<file path="src/rtl/bcd_operand_entry_if.sv">
// rtl/bcd_operand_entry_if.sv - switch/button entry and ALU-side result bundle for bcd_operand_entry
interface bcd_operand_entry_if #(
    parameter int N      = 12,
    parameter int DIGITS = 3,
    parameter int OP_W   = 11,
    parameter int OPC_W  = 4
);
    localparam int SW_W = ((4 * DIGITS > OP_W) ? 4 * DIGITS : OP_W) + 1;

    logic                    start;
    logic                    but0;
    logic [SW_W-1:0]         sw;
    logic signed [N-1:0]     a;
    logic signed [N-1:0]     b;
    logic [OPC_W-1:0]        opcode;
    logic                    done;
    logic                    err;
    logic                    busy;
    logic [2:0]              phase;

    modport master (
        output start, but0, sw,
        input  a, b, opcode, done, err, busy, phase
    );

    modport slave (
        input  start, but0, sw,
        output a, b, opcode, done, err, busy, phase
    );
endinterface

</file>
<file path="src/rtl/bcd_operand_entry.sv">
// rtl/bcd_operand_entry.sv - sign-magnitude BCD operand/opcode entry with debounced confirm button
module bcd_operand_entry #(
    parameter int               N          = 12,
    parameter int               DIGITS     = 3,
    parameter int               OP_W       = 11,
    parameter int               OPC_W      = 4,
    parameter logic [OP_W-1:0]  UNARY_MASK = 11'b00001000000,
    parameter int               DEB_CYCLES = 4
) (
    input logic               CLK,
    input logic               RST,
    bcd_operand_entry_if.slave bus
);
    localparam int ACC_W = 4 * DIGITS;
    localparam int CMP_W = ((ACC_W > N) ? ACC_W : N) + 1;
    localparam int DEB_W = $clog2(DEB_CYCLES + 1);
    localparam int IDX_W = (DIGITS > 1) ? $clog2(DIGITS) : 1;
    localparam int OCW   = $clog2(OP_W + 1);
    localparam logic [CMP_W-1:0] MAX_MAG = (CMP_W'(1) << (N - 1)) - CMP_W'(1);

    localparam logic [2:0] IDLE   = 3'd0;
    localparam logic [2:0] GET_A  = 3'd1;
    localparam logic [2:0] CONV_A = 3'd2;
    localparam logic [2:0] GET_OP = 3'd3;
    localparam logic [2:0] GET_B  = 3'd4;
    localparam logic [2:0] CONV_B = 3'd5;
    localparam logic [2:0] DONE   = 3'd6;
    localparam logic [2:0] ERR    = 3'd7;

    logic              sync1, sync2, deb, deb_d;
    logic [DEB_W-1:0]  deb_cnt;
    logic              press;

    logic [2:0]        phase;
    logic [N-1:0]      a_q, b_q;
    logic [OPC_W-1:0]  opcode_q;
    logic [ACC_W-1:0]  dig_q, acc, acc_next;
    logic              sign_q;
    logic [IDX_W-1:0]  dig_idx;

    logic              bad_digit;
    logic [OCW-1:0]    op_cnt;
    logic [OPC_W-1:0]  op_idx;
    logic              too_big;
    logic [N-1:0]      mag_n, val;

    // Two-flop synchroniser then a level debouncer; press is the rising edge of the clean level
    always_ff @(posedge CLK) begin
        if (RST) begin
            sync1   <= 1'b0;
            sync2   <= 1'b0;
            deb     <= 1'b0;
            deb_d   <= 1'b0;
            deb_cnt <= '0;
        end else begin
            sync1 <= bus.but0;
            sync2 <= sync1;
            deb_d <= deb;
            if (sync2 == deb) begin
                deb_cnt <= '0;
            end else if (deb_cnt == DEB_W'(DEB_CYCLES - 1)) begin
                deb     <= sync2;
                deb_cnt <= '0;
            end else begin
                deb_cnt <= deb_cnt + DEB_W'(1);
            end
        end
    end

    assign press = deb & ~deb_d;

    // Field decode of the live switches: digit validity, one-hot count and set-bit index
    always_comb begin
        bad_digit = 1'b0;
        op_cnt    = '0;
        op_idx    = '0;
        for (int i = 0; i < DIGITS; i++) begin
            if (bus.sw[4*i+1 +: 4] > 4'd9) bad_digit = 1'b1;
        end
        for (int i = 0; i < OP_W; i++) begin
            if (bus.sw[i+1]) begin
                op_cnt = op_cnt + OCW'(1);
                op_idx = OPC_W'(i);
            end
        end
    end

    // One Horner step per cycle on the latched digits (MS nibble sits at the top of dig_q)
    always_comb begin
        acc_next = ACC_W'(acc * ACC_W'(10)) + ACC_W'(dig_q[ACC_W-1 -: 4]);
        too_big  = CMP_W'(acc_next) > MAX_MAG;
        mag_n    = N'(acc_next);
        val      = sign_q ? (N'(0) - mag_n) : mag_n;
    end

    // Entry sequencer: latch on press, convert, range-check, publish or reject
    always_ff @(posedge CLK) begin
        if (RST) begin
            phase    <= IDLE;
            a_q      <= '0;
            b_q      <= '0;
            opcode_q <= '0;
            dig_q    <= '0;
            acc      <= '0;
            sign_q   <= 1'b0;
            dig_idx  <= '0;
        end else begin
            case (phase)
                IDLE, DONE, ERR: begin
                    if (bus.start) begin
                        phase    <= GET_A;
                        a_q      <= '0;
                        b_q      <= '0;
                        opcode_q <= '0;
                    end
                end
                GET_A, GET_B: begin
                    if (press) begin
                        if (bad_digit) begin
                            phase <= ERR;
                        end else begin
                            dig_q   <= bus.sw[ACC_W:1];
                            sign_q  <= bus.sw[0];
                            acc     <= '0;
                            dig_idx <= '0;
                            phase   <= (phase == GET_A) ? CONV_A : CONV_B;
                        end
                    end
                end
                CONV_A, CONV_B: begin
                    acc     <= acc_next;
                    dig_q   <= dig_q << 4;
                    dig_idx <= dig_idx + IDX_W'(1);
                    if (dig_idx == IDX_W'(DIGITS - 1)) begin
                        if (too_big) begin
                            phase <= ERR;
                        end else if (phase == CONV_A) begin
                            a_q   <= val;
                            phase <= GET_OP;
                        end else begin
                            b_q   <= val;
                            phase <= DONE;
                        end
                    end
                end
                GET_OP: begin
                    if (press) begin
                        if (op_cnt != OCW'(1)) begin
                            phase <= ERR;
                        end else begin
                            opcode_q <= op_idx;
                            if (UNARY_MASK[op_idx]) begin
                                b_q   <= '0;
                                phase <= DONE;
                            end else begin
                                phase <= GET_B;
                            end
                        end
                    end
                end
                default: phase <= IDLE;
            endcase
        end
    end

    assign bus.a      = a_q;
    assign bus.b      = b_q;
    assign bus.opcode = opcode_q;
    assign bus.phase  = phase;
    assign bus.done   = (phase == DONE);
    assign bus.err    = (phase == ERR);
    assign bus.busy   = !((phase == IDLE) || (phase == DONE) || (phase == ERR));
endmodule
</file>
<file path="src/flat_wrapper.sv">
// flat-port wrapper written by rule: the top's interface ports become plain ports
module bcd_operand_entry_flat 
#(
    parameter int               N          = 12,
    parameter int               DIGITS     = 3,
    parameter int               OP_W       = 11,
    parameter int               OPC_W      = 4,
    parameter logic [OP_W-1:0]  UNARY_MASK = 11'b00001000000,
    parameter int               DEB_CYCLES = 4
)
  (CLK, RST, bus_start, bus_but0, bus_sw, bus_a, bus_b, bus_opcode, bus_done, bus_err, bus_busy, bus_phase);
  bcd_operand_entry_if #(.N(N), .DIGITS(DIGITS), .OP_W(OP_W), .OPC_W(OPC_W)) bus_i ();
  input logic CLK;
  input logic RST;
  input wire logic [$bits(bus_i.start)-1:0] bus_start;
  input wire logic [$bits(bus_i.but0)-1:0] bus_but0;
  input wire logic [$bits(bus_i.sw)-1:0] bus_sw;
  output wire logic [$bits(bus_i.a)-1:0] bus_a;
  output wire logic [$bits(bus_i.b)-1:0] bus_b;
  output wire logic [$bits(bus_i.opcode)-1:0] bus_opcode;
  output wire logic [$bits(bus_i.done)-1:0] bus_done;
  output wire logic [$bits(bus_i.err)-1:0] bus_err;
  output wire logic [$bits(bus_i.busy)-1:0] bus_busy;
  output wire logic [$bits(bus_i.phase)-1:0] bus_phase;
  assign bus_i.start = bus_start;
  assign bus_i.but0 = bus_but0;
  assign bus_i.sw = bus_sw;
  assign bus_a = bus_i.a;
  assign bus_b = bus_i.b;
  assign bus_opcode = bus_i.opcode;
  assign bus_done = bus_i.done;
  assign bus_err = bus_i.err;
  assign bus_busy = bus_i.busy;
  assign bus_phase = bus_i.phase;
  bcd_operand_entry #(.N(N), .DIGITS(DIGITS), .OP_W(OP_W), .OPC_W(OPC_W), .UNARY_MASK(UNARY_MASK), .DEB_CYCLES(DEB_CYCLES)) u_core (.CLK(CLK), .RST(RST), .bus(bus_i));
endmodule
</file>
<file path="config.mk">
export PLATFORM = sky130hd
export DESIGN_NAME = bcd_operand_entry_flat
export DESIGN_NICKNAME = d
export VERILOG_FILES = /design/src/rtl/bcd_operand_entry_if.sv /design/src/rtl/bcd_operand_entry.sv /design/src/flat_wrapper.sv
export SDC_FILE = /design/constraint.sdc
export NUM_CORES = 1
export LEC_CHECK = 0
export CAP_MARGIN = 20
export CELL_PAD_IN_SITES_DETAIL_PLACEMENT = 1
export CELL_PAD_IN_SITES_GLOBAL_PLACEMENT = 2
export CORE_UTILIZATION = 30
export DETAILED_ROUTE_END_ITERATION = 16
export HOLD_SLACK_MARGIN = 0.05
export PLACE_DENSITY_LB_ADDON = 0.2
export SLEW_MARGIN = 20
export SYNTH_ARGS = -nofsm -noshare
export SYNTH_HDL_FRONTEND = slang
export SYNTH_SLANG_ARGS = --single-unit
</file>
<file path="constraint.sdc">
create_clock -name CLK -period 18.85 [get_ports CLK]
set_clock_uncertainty 0.05 [all_clocks]
set_input_delay 5.655 -clock CLK [delete_from_list [all_inputs] [get_ports CLK]]
set_output_delay 5.655 -clock CLK [all_outputs]
set_load 0.05 [all_outputs]
</file>
# After elaboration in Yosys (flattened, before gate mapping)
# Memories as Yosys holds them, arrays and structs flattened.
# Index checks and enable logic that the tools add are counted.
[word_totals]
ramBits = 0
mem_bits_ro = 16
latchBits = 0
ff_bits = 65
elab_cells = 140
n_memories = 1
[mem_list]
columns = ["memory", "words", "width", "read_ports", "rd_ports_with_merged_regs", "wr", "line", "rtl"]
rows = [
  ["(no name shown)", 16, 1, 1, 0, 0, "bcd_operand_entry.sv:152", "if (UNARY_MASK[op_idx]) begin"],
]
[classes]
muxes = 62
shifts = 0
reduce_logical = 19
mul = 1
n_div = 0
order_cmp = 5
bitwise_logic = 4
eq_ne = 21
n_addsub = 14
[op_table]
columns = ["cell", "n"]
rows = [
  ["$mux W12", 15],
  ["$pmux W12 S2", 3],
  ["$mux W4", 16],
  ["$mux W3", 13],
  ["$add A4 B1 Y4 const B", 9],
  ["$pmux W12 S3", 1],
  ["$add A12 B4 Y12", 1],
  ["$eq A3 B3 Y1 const B", 4],
  ["$gt A12 B11 Y1 const B", 1],
  ["$gt A4 B4 Y1 const B", 3],
  ["$mul A12 B3 Y11 const B", 1],
  ["$pmux W3 S4", 1],
  ["$sub A1 B12 Y12 const A", 1],
  ["$mux W2", 5],
  ["$ne A2 B1 Y1 const B", 5],
  ["$ne A2 B2 Y1 const B", 5],
  ["$eq A3 B2 Y1 const B", 3],
  ["$pmux W4 S2", 1],
  ["$reduce_and A4 Y1", 2],
  ["$reduce_and A8 Y1", 1],
  ["$mux W1", 6],
  ["$reduce_and A3 Y1", 2],
  ["$reduce_bool A2 Y1", 3],
  ["$reduce_or A3 Y1", 2],
  ["18 further kinds", 22],
]

# Longest topological paths before layout
# Gate-level depths: netlist of the first run.
[logic_depth]
word_depth = 25
depth_mapped = 30

# Least setup slack after synthesis of the first run
# No wires, ideal clock.
[synth_path]
path_type = "in2reg"
startpoint = "in bus_sw[2]"
endpoint = "reg u_core.b_q[11], in the netlist u_core.bus.b[11]"
path_stages = 29
setup_ps = 70
path_slack_ps = 7093
arrival_ps = 11637
cell_sequence = "inv_1 -> ha_1 -> buf_4 -> xor2_1 -> ha_1 -> mux2_2 -> ha_1 -> mux2_2 -> ha_1 -> nand2_1 -> o31ai_1 -> o31a_1 -> ha_1 -> nand2_1 -> o21ai_0 -> ha_1 -> a221o_1 -> ha_1 -> mux2_2 -> ha_1 -> mux2_2 -> ha_1 -> nor2_1 -> o211ai_1 -> o31ai_4 -> a21oi_2 -> buf_2 -> or4_1 -> a21oi_1"
[synth_between]
elab_chain_len = 22
elab_cells_between_ends = 35
[synth_rtl]
columns = ["element", "line", "rtl"]
rows = [
  ["start, declared", "flat_wrapper.sv:17", "input wire logic [$bits(bus_i.sw)-1:0] bus_sw;"],
  ["$mux W4", "bcd_operand_entry.sv:81", "if (bus.sw[i+1]) begin"],
  ["$add A4 B1 Y4", "bcd_operand_entry.sv:82", "op_cnt = op_cnt + OCW'(1);"],
  ["$mux W4", "bcd_operand_entry.sv:81", ""],
  ["$add A4 B1 Y4", "bcd_operand_entry.sv:82", ""],
  ["$mux W4", "bcd_operand_entry.sv:81", ""],
  ["$add A4 B1 Y4", "bcd_operand_entry.sv:82", ""],
  ["$mux W4", "bcd_operand_entry.sv:81", ""],
  ["$add A4 B1 Y4", "bcd_operand_entry.sv:82", ""],
  ["[... 6 more ...]", "n/a", ""],
  ["$mux W4", "bcd_operand_entry.sv:81", ""],
  ["$add A4 B1 Y4", "bcd_operand_entry.sv:82", ""],
  ["$mux W4", "bcd_operand_entry.sv:81", ""],
  ["$add A4 B1 Y4", "bcd_operand_entry.sv:82", ""],
  ["$mux W4", "bcd_operand_entry.sv:81", ""],
  ["$ne A4 B1 Y1", "bcd_operand_entry.sv:148", "if (op_cnt != OCW'(1)) begin"],
  ["$ne A2 B2 Y1 (no line)", "n/a", ""],
  ["$reduce_and A8 Y1 (no line) *", "n/a", ""],
  ["end signal, assigned", "bcd_operand_entry.sv:141", "b_q <= val;"],
  ["end, declared", "bcd_operand_entry.sv:35", "logic [N-1:0] a_q, b_q;"],
]
# Mark *: on every way between the ends. The rest lies on a longest branch, timed or not. The select of a mux whose other input is x is not followed.
# A chain may end at the register's enable or synchronous reset.

# Worst setup path in the final report of the first run
[layout_path]
startpoint = "in bus_sw[2]"
endpoint = "reg u_core.b_q[10], in the netlist u_core.bus.b[10]"
# Same word-level chain as after synthesis.

==> results by group, run 1 <==
Global route
  – Largest net degree at the start of global routing: 64
  – First-pass GRT wire length: between 20000 and 25000 um
  – Total track usage: ~17%
  – Grt ovf: 0
  – Vias in the first global route: around 4300
  – Initial antenna violation count: 0

Clock network
  – Total CTS buffers: 9
  – Max clock buf depth: 2
  – Cts repair resizes: 0
  – Root Driver: clkbuf_16
  – Hold buffers post-CTS: 0
  – H-tree levels: 3
  – Worst-skew pair later-pin latency: 340 ps
  – CTS Sinks: 64
  – CTS tree: built
  – Setup Fix Bufs, Post-CTS: 0
  – Register clock-pin slew on the reported worst setup and hold paths: 60 ps

STA
  – Slew Limit Fails: 0
  – Worst setup margin: 5850 ps
  – Actual slew at the worst max-slew pin: 946 ps
  – Final setup violation count: 0
  – RSZ-0062 raised after global routing: false
  – Max transition margin: a little under two fifths
  – Hold slack: ~400 ps
  – Final TNS setup: 0 ps
  – Hold Fails Final Rpt: 0
  – Period Utilization, post-route: slightly below 70%
  – Achievable Freq: about 77 MHz
  – Fin crit period: 13000 ps

Layout
  – N_diodes: 0
  – FILL cells: 1711
  – Post-route cell area: 0.00545 sq mm
  – P&R area growth vs syn: 20.7%
  – Share of cells above drive strength 1: 6.14%
  – Post-layout util: 37.3%
  – Final Non-Filler Cells: 787
  – Nets: 650

Worst setup path
  – RR Endpoint: u_core.bus.a[0]
  – Crit Path Max Fanout: 25
  – Critical Path Most Common Cell: ha_1
  – WS Path Type: in -> reg
  – Crit. End Element: flip-flop
  – FF-to-FF setup slack: 14600 ps
  – Stages on worst setup path: 28
  – Critical Path Start Type: input port
  – CP Data Arrival Time: 13180 ps
  – Delay-heaviest family, CP: adder cells
  – Slowest CP cell: a21oi_2
  – Reg-to-Reg Start: u_core.acc[1]
  – Critical Path RT: 19030 ps
  – Worst setup startpoint: bus_sw[2]
  – R2R cell count: 14
  – Setup crit end: u_core.bus.b[10]
  – WP buf/inv: 2
  – Largest stage delay on the critical path: ~760 ps

Die
  – Initial core utilization: 31.0%
  – Die height: ~120 um
  – Core Region: between 0.01 and 0.015 sq mm
  – Num ports: 51
  – Die Wd: 125 um
  – FP Rows: 44
  – Die area: 0.0155 sq mm

Synth
  – Synth Area in Compound Gates: 18.9%
  – Count leader, synth: nor2_1
  – Cell Area, Synth: between 0.004 and 0.005 sq mm
  – Synthesized netlist cell count: 573
  – Cell type with the largest total area after synthesis: dfxtp_1
  – Commonest cells in the netlist: 69 x nor2_1, 64 x dfxtp_1, 55 x a21oi_1
  – Syn Area/Cell: 7.88 sq um
  – Area contributors post-synth: dfxtp_1 28%, ha_1 9.1%, a21oi_1 6.1%
  – Yosys cell types: 63
  – Synth top area share: between 20% and 30%
  – Simple-gate area share of the yosys netlist: a little under a quarter
  – Post-synth EDFFs: 0
  – Largest family of logic cells by synthesized area: simple AND/OR/NAND/NOR gates
  – Post-synthesis async set-or-reset flop share: 0%
  – FF+latch count, synth: 64
  – Syn Nets: around 630
  – Top_reg_cell synth: dfxtp_1
  – Post-synthesis sequential area ratio: ~28%
  – Xor/xnor share of the synthesized area: 12.6%
  – Synth warn: 0
  – Mux contribution to synthesized area: 1.91%
  – Adder and majority gate portion of the synthesized area: 10.0%

Place
  – Placed cell count: 771
  – Number of port buffers: 50
  – Placed Area: 0.00512 sq mm
  – DP Wirelength: 9480 um
  – Place WS: 5530 ps
  – GP Congestion: a little under 0.8

Drt
  – Vias/cell: 5.28
  – Routed vias: a little over 4000
  – WL/cell: 16.4 um
  – Router iterations before antenna repair: 5
  – Drt drc: 0
  – Detailed router's first-iteration violation count: 208
  – DRT antenna net count: 0
  – Detailed Route WL: 12900 um

Pwr
  – Clock Power Share: 31.6%
  – Worst VDD drop: 0.0531 mV
  – Switching pwr: 220 uW
  – Power per cell area: about 100 mW/mm^2
  – Pleak: 2.05 nW
  – Share of total power in combinational logic: 40.2%
  – Reg power frac: 28.3%
  – Design Power: 560 uW
  – Sw Share: about two fifths
  – Int Power: 340 uW

Hold path
  – HP Class: reg -> reg

Run
  – MaxCap Viol Count: 0

Run status
  – Status: complete, no violations
==> worst min-delay path by stage <==
stage | start | to | cells past startpoint
after global placement | u_core.deb_cnt[0] | u_core.deb_cnt[0] | 1
final | u_core.deb_cnt[0] | u_core.deb_cnt[0] | 1
after detailed placement | u_core.deb_cnt[0] | u_core.deb_cnt[0] | 1
after global routing | u_core.deb_cnt[0] | u_core.deb_cnt[0] | 1
after CTS | u_core.deb_cnt[0] | u_core.deb_cnt[0] | 1
after floorplan | u_core.deb_cnt[0] | u_core.deb_cnt[0] | 1
==> area by class of cell <==
type                       count  area [sq um]  area share [%]
clock inverter                 4          51.3           0.941
multi-input combinational    446          3010            55.2
tap                          184           230            4.23
timing repair buffer          54           526            9.64
inverter                      23          86.3            1.58
sequential                    64          1280            23.5
clock buffer                  12           267            4.89
==> kinds of logic (layout without fill, tap and decap cells) <==
family | Yosys count | after routing
fa+ha+maj | 35 | 35
mux | 8 | 8
buf+inv | 63 | 93
compound gates | 135 | 135
simple gates | 214 | 214
xor+xnor | 54 | 54
flops | 64 | 64
==> registers in the layout, indices dropped and copies added (netlist names) <==
register	cells
u_core.deb	1
u_core.bus.opcode	4
u_core.sync2	1
u_core.sign_q	1
u_core.bus.phase	3
u_core.deb_d	1
u_core.dig_q	12
u_core.sync1	1
u_core.bus.a	12
u_core.deb_cnt	3
u_core.dig_idx	2
u_core.bus.b	12
u_core.acc	11
==> cells in the final DEF, fill, tap and decap left out, drive strengths merged, types with 11 or more instances in the layout <==
master and n:
xnor2 31, or4 11, nor2 69, xor2 17
nand2 47, dfxtp 64, a21oi 56, clkbuf 12
nor3 17, o21ai 23, ha 33, nor2b 12
clkdlybuf4s50 49, nand3 21, inv 23
==> power by group through the flow <==
| stage | Clock (mW) | Sequential [mW] | Combinational (mW) |
|---|---|---|---|
| detailed placement | 0 | 0.161 | 0.225 |
| global route | 0.187 | 0.161 | 0.249 |
| CTS | 0.181 | 0.159 | 0.226 |
| finish | 0.177 | 0.158 | 0.225 |
| floorplan | 0 | 0.160 | 0.169 |
| global placement | 0 | 0.161 | 0.218 |
==> metal layers <==
| layer | wire (um) | vias to the layer above | GRT usage, % |
|---|---|---|---|
| li1 | - | 2084 | - |
| met1 | 6650 | 2006 | 24.8 |
| met2 | 5670 | 58 | 27.0 |
| met3 | 507 | 8 | 3.52 |
| met4 | 114 | 0 | 4.11 |
| met5 | 0 | - | 0 |
(Power assumes the default switching activity.)
==> run 2: changes to the inputs <==
==> constraint.sdc (replaced) <==
create_clock -name CLK -period 13.1 [get_ports CLK]
set_clock_uncertainty 0.05 [all_clocks]
set_input_delay 3.93 -clock CLK [delete_from_list [all_inputs] [get_ports CLK]]
set_output_delay 3.93 -clock CLK [all_outputs]
set_load 0.05 [all_outputs]
==> results by group, run 2 (synthesis results as in run 1) <==
Drt
  – Routed vias: roughly 4200
  – Detailed router's first-iteration violation count: 244
  – Router iterations before antenna repair: 4
  – WL/cell: around 17 um
  – Drt drc: 0
  – Vias/cell: 5.29
  – Detailed Route WL: 13100 um
  – DRT antenna net count: 0

Die
  – FP Rows: 44
  – Initial core utilization: 31.0%
  – Die height: 125 um
  – Die Wd: 125 um
  – Die area: 0.0155 sq mm
  – Core Region: 0.0146 sq mm
  – Num ports: slightly above 50

Layout
  – P&R area growth vs syn: 20.7%
  – N_diodes: 0
  – Commonest cells after routing, fill and taps aside: 69 x nor2_1, 64 x dfxtp_1, 53 x a21oi_1
  – Nets: 650
  – Share of cells above drive strength 1: 6.14%
  – Post-layout util: 37.3%
  – Most common cell after layout, fill and taps aside: nor2_1
  – FILL cells: ~1700
  – Final Non-Filler Cells: 787

STA
  – Achievable Freq: ~90 MHz
  – Actual slew at the worst max-slew pin: 931 ps
  – Worst setup margin: 1880 ps
  – Final setup violation count: 0
  – Hold slack: 386 ps
  – Slew Limit Fails: 0
  – RSZ-0062 raised after global routing: false
  – Hold Fails Final Rpt: 0
  – Max transition margin: 38.0%
  – Final TNS setup: 0 ps
  – Period Utilization, post-route: a little under nine tenths
  – Fin crit period: about 11000 ps

Clock network
  – Worst-skew pair later-pin latency: between 300 and 400 ps
  – Setup Fix Bufs, Post-CTS: 0
  – CTS Sinks: 64
  – Hold buffers post-CTS: 0
  – Register clock-pin slew on the reported worst setup and hold paths: 50 ps
  – Root Driver: clkbuf_16
  – CTS tree: built
  – Max clock buf depth: 2
  – H-tree levels: 3
  – Cts repair resizes: 0
  – Total CTS buffers: 9

Worst setup path
  – Worst setup startpoint: bus_sw[2]
  – Critical Path Start Type: input port
  – WS Path Type: in -> reg
  – CP Data Arrival Time: ~11000 ps
  – Crit Path Max Fanout: 25
  – Reg-to-Reg Start: u_core.acc[1]
  – Critical Path RT: approximately 13000 ps
  – Crit. End Element: flip-flop

Global route
  – Vias in the first global route: 4333
  – Largest net degree at the start of global routing: 64
  – First-pass GRT wire length: 22500 um
  – Grt ovf: 0
  – Total track usage: between 15 and 20%
  – Initial antenna violation count: 0

Place
  – Number of port buffers: 50
  – GP Congestion: 0.787
  – Placed cell count: 771
  – Place WS: about 1500 ps
  – DP Wirelength: roughly 9600 um

Run
  – MaxCap Viol Count: 0

Hold path
  – HP Class: reg -> reg
  – Hold Crit Start: u_core.deb_cnt[0]

Run status
  – Status: complete, no violations

Pwr
  – Power per cell area: around 150 mW/mm^2
  – Pleak: 2.05 nW
  – Worst VDD drop: between 0.07 and 0.08 mV
==> run 2: per-stage QoR <==
step | power (mW) | area [sq um]
3_3_place_gp | 0.545 | 5120
6_report | 0.807 | 5450
2_1_floorplan | 0.473 | 4520
4_1_cts | 0.817 | 5440
5_1_grt | 0.861 | 5450
3_5_place_dp | 0.558 | 5120
==> run 2: final timing paths <==
check                       to  slack [ps]  cells past startpoint
min reg2reg  u_core.deb_cnt[0]         390                      1
max reg2reg    u_core.bus.a[1]        8810                     14
min          u_core.deb_cnt[0]         390                      1
max           u_core.bus.b[10]        1880                     28
==> run 2: power breakdown <==
group	total (mW)	switching [mW]	internal [mW]
clock network	0.253	0.0898	0.163
registers	0.228	0.0222	0.206
logic	0.326	0.206	0.120
==> run 2: cell type report <==
class | count | area, sq um | area share (%)
clock buffers | 12 | 267 | 4.89
clock inverters | 4 | 51.3 | 0.941
inverters | 23 | 86.3 | 1.58
multi-input cells | 446 | 3010 | 55.2
flip-flops and latches | 64 | 1280 | 23.5
well taps | 184 | 230 | 4.23
repair buffers | 54 | 526 | 9.64
==> run 2: worst max-delay path: stages <==
cell and delay [ps]:
clkdlybuf4s50_1 510, inv_1 90, ha_1 440, xor2_1 240
ha_1 310, mux2_2 290, ha_1 320, mux2_2 280
ha_1 280, nand2_1 60, o31ai_1 80, o31a_1 270
ha_1 270, nand2_1 110, o21ai_0 120, ha_1 300
a221o_1 390, ha_1 310, mux2_2 290, ha_1 280
mux2_2 310, ha_1 200, and2_0 130, o211ai_1 260
o31ai_4 130, a21oi_2 750, nor2_1 120, mux2_2 300
==> run 2: routing by layer <==
layer  share of wire, %  vias up  wire (um)  track usage (%)
met5                  0        -          0                0
met4               0.94        0        123             4.39
met3                2.7        7        356             3.69
met2                 44       58       5760             27.9
met1                 52     2017       6860             24.7
li1                   -     2080          -                -
